==> config.mk <==
export PLATFORM = sky130hd
export DESIGN_NAME = mem_port_arbiter
export DESIGN_NICKNAME = d
export VERILOG_FILES = /design/src/rtl/mem_port_arbiter.sv
export SDC_FILE = /design/constraint.sdc
export NUM_CORES = 1
export LEC_CHECK = 0
export CELL_PAD_IN_SITES_DETAIL_PLACEMENT = 1
export CELL_PAD_IN_SITES_GLOBAL_PLACEMENT = 2
export CORE_ASPECT_RATIO = 0.8
export CORE_MARGIN = 2
export CORE_UTILIZATION = 27
export CTS_BUF_LIST = sky130_fd_sc_hd__clkbuf_4 sky130_fd_sc_hd__clkbuf_8 sky130_fd_sc_hd__clkbuf_16
export CTS_CLUSTER_SIZE = 28
export DETAILED_ROUTE_END_ITERATION = 8
export PLACE_DENSITY_LB_ADDON = 0.1
export SLEW_MARGIN = 10
export SYNTH_ARGS = -nofsm -noshare
export SYNTH_HDL_FRONTEND = slang
export SYNTH_SLANG_ARGS = --single-unit
==> constraint.sdc <==
create_clock -name clk -period 3.6 [get_ports clk]
set_input_delay 0.54 -clock clk [delete_from_list [all_inputs] [get_ports clk]]
set_output_delay 0.54 -clock clk [all_outputs]
set_load 0.01 [all_outputs]
==> src/rtl/mem_port_arbiter.sv <==
// Shares one memory port between instruction fetch and the MEM stage (MEM has priority).
// One bus transaction is outstanding at a time; the block also drives stall flags and a sticky timeout.
module mem_port_arbiter #(
  parameter int ADDR_W      = 64,
  parameter int DATA_W      = 64,
  parameter int TIMEOUT_CYC = 255
) (
  input  logic                clk,
  input  logic                rst,
  input  logic                if_req_i,
  input  logic [ADDR_W-1:0]   if_addr_i,
  input  logic                if_flush_i,
  output logic [31:0]         if_inst_o,
  output logic                if_valid_o,
  input  logic                mem_req_i,
  input  logic                mem_we_i,
  input  logic [ADDR_W-1:0]   mem_addr_i,
  input  logic [DATA_W-1:0]   mem_wdata_i,
  input  logic [DATA_W/8-1:0] mem_wmask_i,
  output logic [DATA_W-1:0]   mem_rdata_o,
  output logic                mem_valid_o,
  output logic                bus_req_o,
  output logic                bus_we_o,
  output logic [ADDR_W-1:0]   bus_addr_o,
  output logic [DATA_W-1:0]   bus_wdata_o,
  output logic [DATA_W/8-1:0] bus_wmask_o,
  input  logic                bus_gnt_i,
  input  logic                bus_rvalid_i,
  input  logic [DATA_W-1:0]   bus_rdata_i,
  output logic                stall_if_o,
  output logic                stall_mem_o,
  output logic                timeout_o
);

  localparam int CNT_W = $clog2(TIMEOUT_CYC + 1);
  localparam logic [CNT_W-1:0] TMO_MAX  = CNT_W'(TIMEOUT_CYC);
  localparam logic [CNT_W-1:0] TMO_LAST = CNT_W'(TIMEOUT_CYC - 1);

  typedef enum logic [1:0] {
    ST_IDLE = 2'd0,
    ST_REQ  = 2'd1,
    ST_WAIT = 2'd2
  } state_t;

  typedef enum logic {
    OWN_IF  = 1'b0,
    OWN_MEM = 1'b1
  } owner_t;

  state_t           state_r;
  owner_t           owner_r;
  logic             drop_r;
  logic [CNT_W-1:0] cnt_r;

  logic        pick_mem_s;
  logic        pick_if_s;
  logic        flush_hit_s;
  logic        busy_s;
  logic [31:0] if_word_s;

  assign stall_if_o  = if_req_i & ~if_valid_o;
  assign stall_mem_o = mem_req_i & ~mem_valid_o;

  assign busy_s      = (state_r == ST_REQ) || (state_r == ST_WAIT);
  assign flush_hit_s = if_flush_i && busy_s && (owner_r == OWN_IF);
  assign if_word_s   = bus_addr_o[2] ? bus_rdata_i[63:32] : bus_rdata_i[31:0];

  // Fixed-priority pick in IDLE; a cycle carrying a valid pulse never arbitrates,
  // since the finishing requester has not yet had a chance to drop its request
  always_comb begin
    pick_mem_s = 1'b0;
    pick_if_s  = 1'b0;
    if ((state_r == ST_IDLE) && !if_valid_o && !mem_valid_o) begin
      if (mem_req_i) begin
        pick_mem_s = 1'b1;
      end else if (if_req_i && !if_flush_i) begin
        pick_if_s = 1'b1;
      end else begin
        pick_if_s = 1'b0;
      end
    end else begin
      pick_mem_s = 1'b0;
    end
  end

  // Transaction FSM: latches bus payload, routes the response, tracks drop and timeout
  always_ff @(posedge clk or negedge rst) begin
    if (!rst) begin
      state_r     <= ST_IDLE;
      owner_r     <= OWN_IF;
      drop_r      <= 1'b0;
      cnt_r       <= '0;
      bus_req_o   <= 1'b0;
      bus_we_o    <= 1'b0;
      bus_addr_o  <= '0;
      bus_wdata_o <= '0;
      bus_wmask_o <= '0;
      if_inst_o   <= 32'h0;
      if_valid_o  <= 1'b0;
      mem_rdata_o <= '0;
      mem_valid_o <= 1'b0;
      timeout_o   <= 1'b0;
    end else begin
      if_valid_o  <= 1'b0;
      mem_valid_o <= 1'b0;
      case (state_r)
        ST_IDLE: begin
          if (pick_mem_s) begin
            owner_r     <= OWN_MEM;
            drop_r      <= 1'b0;
            cnt_r       <= '0;
            bus_req_o   <= 1'b1;
            bus_we_o    <= mem_we_i;
            bus_addr_o  <= mem_addr_i;
            bus_wdata_o <= mem_we_i ? mem_wdata_i : '0;
            bus_wmask_o <= mem_we_i ? mem_wmask_i : '0;
            state_r     <= ST_REQ;
          end else if (pick_if_s) begin
            owner_r     <= OWN_IF;
            drop_r      <= 1'b0;
            cnt_r       <= '0;
            bus_req_o   <= 1'b1;
            bus_we_o    <= 1'b0;
            bus_addr_o  <= if_addr_i;
            bus_wdata_o <= '0;
            bus_wmask_o <= '0;
            state_r     <= ST_REQ;
          end else begin
            state_r <= ST_IDLE;
          end
        end
        ST_REQ: begin
          if (bus_gnt_i) begin
            bus_req_o <= 1'b0;
            state_r   <= ST_WAIT;
          end else begin
            state_r <= ST_REQ;
          end
        end
        ST_WAIT: begin
          if (bus_rvalid_i) begin
            state_r <= ST_IDLE;
            if (owner_r == OWN_MEM) begin
              mem_rdata_o <= bus_rdata_i;
              mem_valid_o <= 1'b1;
            end else if (!drop_r && !if_flush_i) begin
              // A flush in the response cycle itself also discards the fetch
              if_inst_o  <= if_word_s;
              if_valid_o <= 1'b1;
            end else begin
              if_valid_o <= 1'b0;
            end
          end else begin
            state_r <= ST_WAIT;
          end
        end
        default: begin
          state_r   <= ST_IDLE;
          bus_req_o <= 1'b0;
        end
      endcase

      if (flush_hit_s) begin
        drop_r <= 1'b1;
      end

      // Timeout only flags; the transaction keeps waiting for the bus
      if (busy_s) begin
        if (cnt_r != TMO_MAX) begin
          cnt_r <= cnt_r + CNT_W'(1);
        end
        if (cnt_r == TMO_LAST) begin
          timeout_o <= 1'b1;
        end
      end
    end
  end

endmodule

==> qor.yml <==
power:
  ir_drop_v: 0.0003731
  clkPwrFrac_pct: 20.0
  seq_power_share_pct: 33.2
  p_per_area_nw_per_um2: 878.1
  p_leak_nw: 7.185
  p_sw_share_pct: 34.38
  p_comb_share_pct: 46.8
  p_switching_w: 0.005067
  power.internal_w: 0.009672
sta:
  finalSetupViolations: 0
  hold_violations: 0
  worst_slack_ns: 1.205
  skew_ns: 0.02301
  worst_pin_slew_ns: 0.9624
  rsz0062_at_grt: "false"
  slew_headroom_pct: 35.84
  fmax_ghz: 0.4175
  holdWs_ns: 0.4583
  period_share_pct: 66.54
  fin_crit_ns: 2.395
  finalMaxSlewViolations: 0
  fin_tns_setup_ns: 0
cts:
  clock_latency_ns: 0.56
  clockBufferDepth: 3
  root_buffer: "clkbuf_16"
  htreeDepth: 1
  cts.clk_slew.worst_paths_ns: 0.06
  cts_buffers: 28
  hold_buffers: 1
  post_cts_buffers: 0
  cts_sinks: 249
  cts_resized: 0
  cts_tree: "done"
placed_design:
  place.gp.congestion: 0.7981
  port_buffers: 510
  dp_hpwl_mm: 29.12
  dp_slack_ns: 1.091
layout:
  utilization_pct: 45.02
  area_growth_pct: 63.21
  nets: 1578
  final_layout_size_suffix_gt1_share_pct: 10.85
  fillers: 3954
floorplanning:
  ioPinCount: 511
  core_region_area_sq_um: 37280
  die_w_um: 222.2
  row_count: 63
  initial_core_util_pct: 27.58
  dieArea_sq_um: 39680
  die_y_um: 178.6
yosys:
  synthTopCellsByCount: "dfrtp_1 (249), nand2_1 (103), mux2i_1 (96), a22o_1 (74), mux2_2 (65)"
  synthFlopType: "dfrtp_1"
  ys_seq_elements: 249
  async_flop_share_pct: 100.0
  yosysSeqAreaShare_pct: 60.58
  netlist_instances: 801
  netlist_top_cells_area: "dfrtp_1 (61%), mux2i_1 (9.3%), mux2_2 (7.1%)"
  synth_top_area_share_pct: 60.58
  synth.avg_cell_area_sq_um: 12.84
  yosysTopAreaCell: "dfrtp_1"
  synth_most_common_cell: "dfrtp_1"
  ys_warn_count: 0
  syn_nets: 1079
  synth-edff-count: 0
  netlist_area_sq_um: 10280
  ys_types: 36
grt:
  grt_max_degree: 96
  grt_overflow_total: 0
  grt_pass1_vias: 8808
  antenna_found_initial: 8
  grt_pass1_wl_mm: 57.95
  grtUsageTotal_pct: 19.38
critical_path:
  worst_ep_arrival_time_ns: 1.86
  rrSetupSlack_ns: 1.26
  crit_required_ns: 3.06
  cp_max_fo: 5
  end_kind: "output pin"
  startpoint_type: "input port"
  critPathKind: "input port to output pin"
drt:
  drt-total-wl_mm: 39.27
  ant_nets: 0
  vias: 8301
  drt-pass1-iter-count: 4
  drt_iter0_markers: 267
  routed_via_density: 4.586
  wire_per_inst_um: 21.70
  drcViolationCount: 0
worst_hold_path:
  hold_path.class: "flop to flop"
flow_run:
  cap_violations: 0
outcome:
  outcome: "finished clean"
worst max-delay path: stages:
cell and delay (ns):
clkdlybuf4s50_1 0.60, nor2b_1 0.17, clkdlybuf4s50_1 0.54
final timing paths:
path                            start         endpoint  depth (start not counted)
hold / removal              timeout_o        timeout_o                          1
max in group asynchronous         rst   bus_addr_o[45]                          3
hold reg to reg             timeout_o        timeout_o                          1
min in group asynchronous         rst  bus_wdata_o[47]                          2
setup reg to reg           state_r[0]   bus_addr_o[25]                          7
setup / recovery            mem_req_i      stall_mem_o                          3
power by group through the flow:
stage	registers (W)	logic, W	clock network (W)
CTS	0.00490	0.00703	0.00306
floorplan	0.00550	0.00251	0
detailed placement	0.00492	0.00700	0
global route	0.00508	0.00743	0.00316
finish	0.00489	0.00690	0.00295
global placement	0.00488	0.00697	0
layer usage:
| metal | share of wire [%] | vias up | wire, um | track usage, % |
|---|---|---|---|---|
| li1 | - | 3849 | - | - |
| met1 | 41 | 4124 | 16050 | 23.72 |
| met2 | 46 | 272 | 18170 | 31.00 |
| met3 | 10 | 50 | 4054 | 8.944 |
| met4 | 2.4 | 6 | 951 | 4.927 |
| met5 | 0.099 | - | 39 | 0 |
area by class of cell:
cell class	count	area, sq um	share of cell area (%)
clock buffers	41	835.8	4.979
clock inverters	7	98.84	0.5888
inverters	5	18.77	0.1118
flip-flops and latches	249	6232	37.13
well taps	487	609.3	3.630
diodes	5	12.51	0.07454
multi-input cells	490	3659	21.79
repair buffers	526	5320	31.69
registers in the layout, summed over array words and instances, names as in the netlist:
signal / count
bus_addr_o: 64
bus_req_o: 1
bus_wdata_o: 64
bus_we_o: 1
bus_wmask_o: 8
cnt_r: 8
drop_r: 1
if_inst_o: 32
if_valid_o: 1
mem_rdata_o: 64
mem_valid_o: 1
owner_r: 1
state_r: 2
timeout_o: 1
per-stage QoR:
step	instance area (sq um)	total power, W	instances
finish	16790	0.01474	1810
global placement	15830	0.01185	1756
CTS	16770	0.01500	1805
global route	16780	0.01567	1808
detailed placement	15830	0.01193	1756
floorplan	10280	0.008003	801
cells in the final DEF (no fill, tap or decap), drive strengths merged, types with 3 or more instances in the layout:
cell           netlist  layout
a21o                 3       3
a21oi                3       3
a22o                74      74
buf                 40      16
clkbuf              17      41
clkdlybuf4s50        0     509
clkinv               0       4
dfrtp              249     249
diode                0       5
ha                   6       6
inv                  5       5
mux2                65      65
mux2i               96      96
nand2              103     103
nand3               10      10
nor2                 4       4
nor2b                4       4
nor3                 3       3
o21ai              102     102
logic make-up (layout without fill, tap and decap cells):
group | after synthesis | after routing | share of synthesized area, %
compound gates | 188 | 188 | 12.41
xor+xnor | 4 | 4 | 0.3407
fa+ha+maj | 6 | 6 | 0.7299
buf+inv | 62 | 579 | 4.100
flops | 249 | 249 | 60.58
mux | 161 | 161 | 16.46
other cells | 0 | 5 | 0
simple gates | 131 | 131 | 5.377
Power figures use the tool's default switching activity.
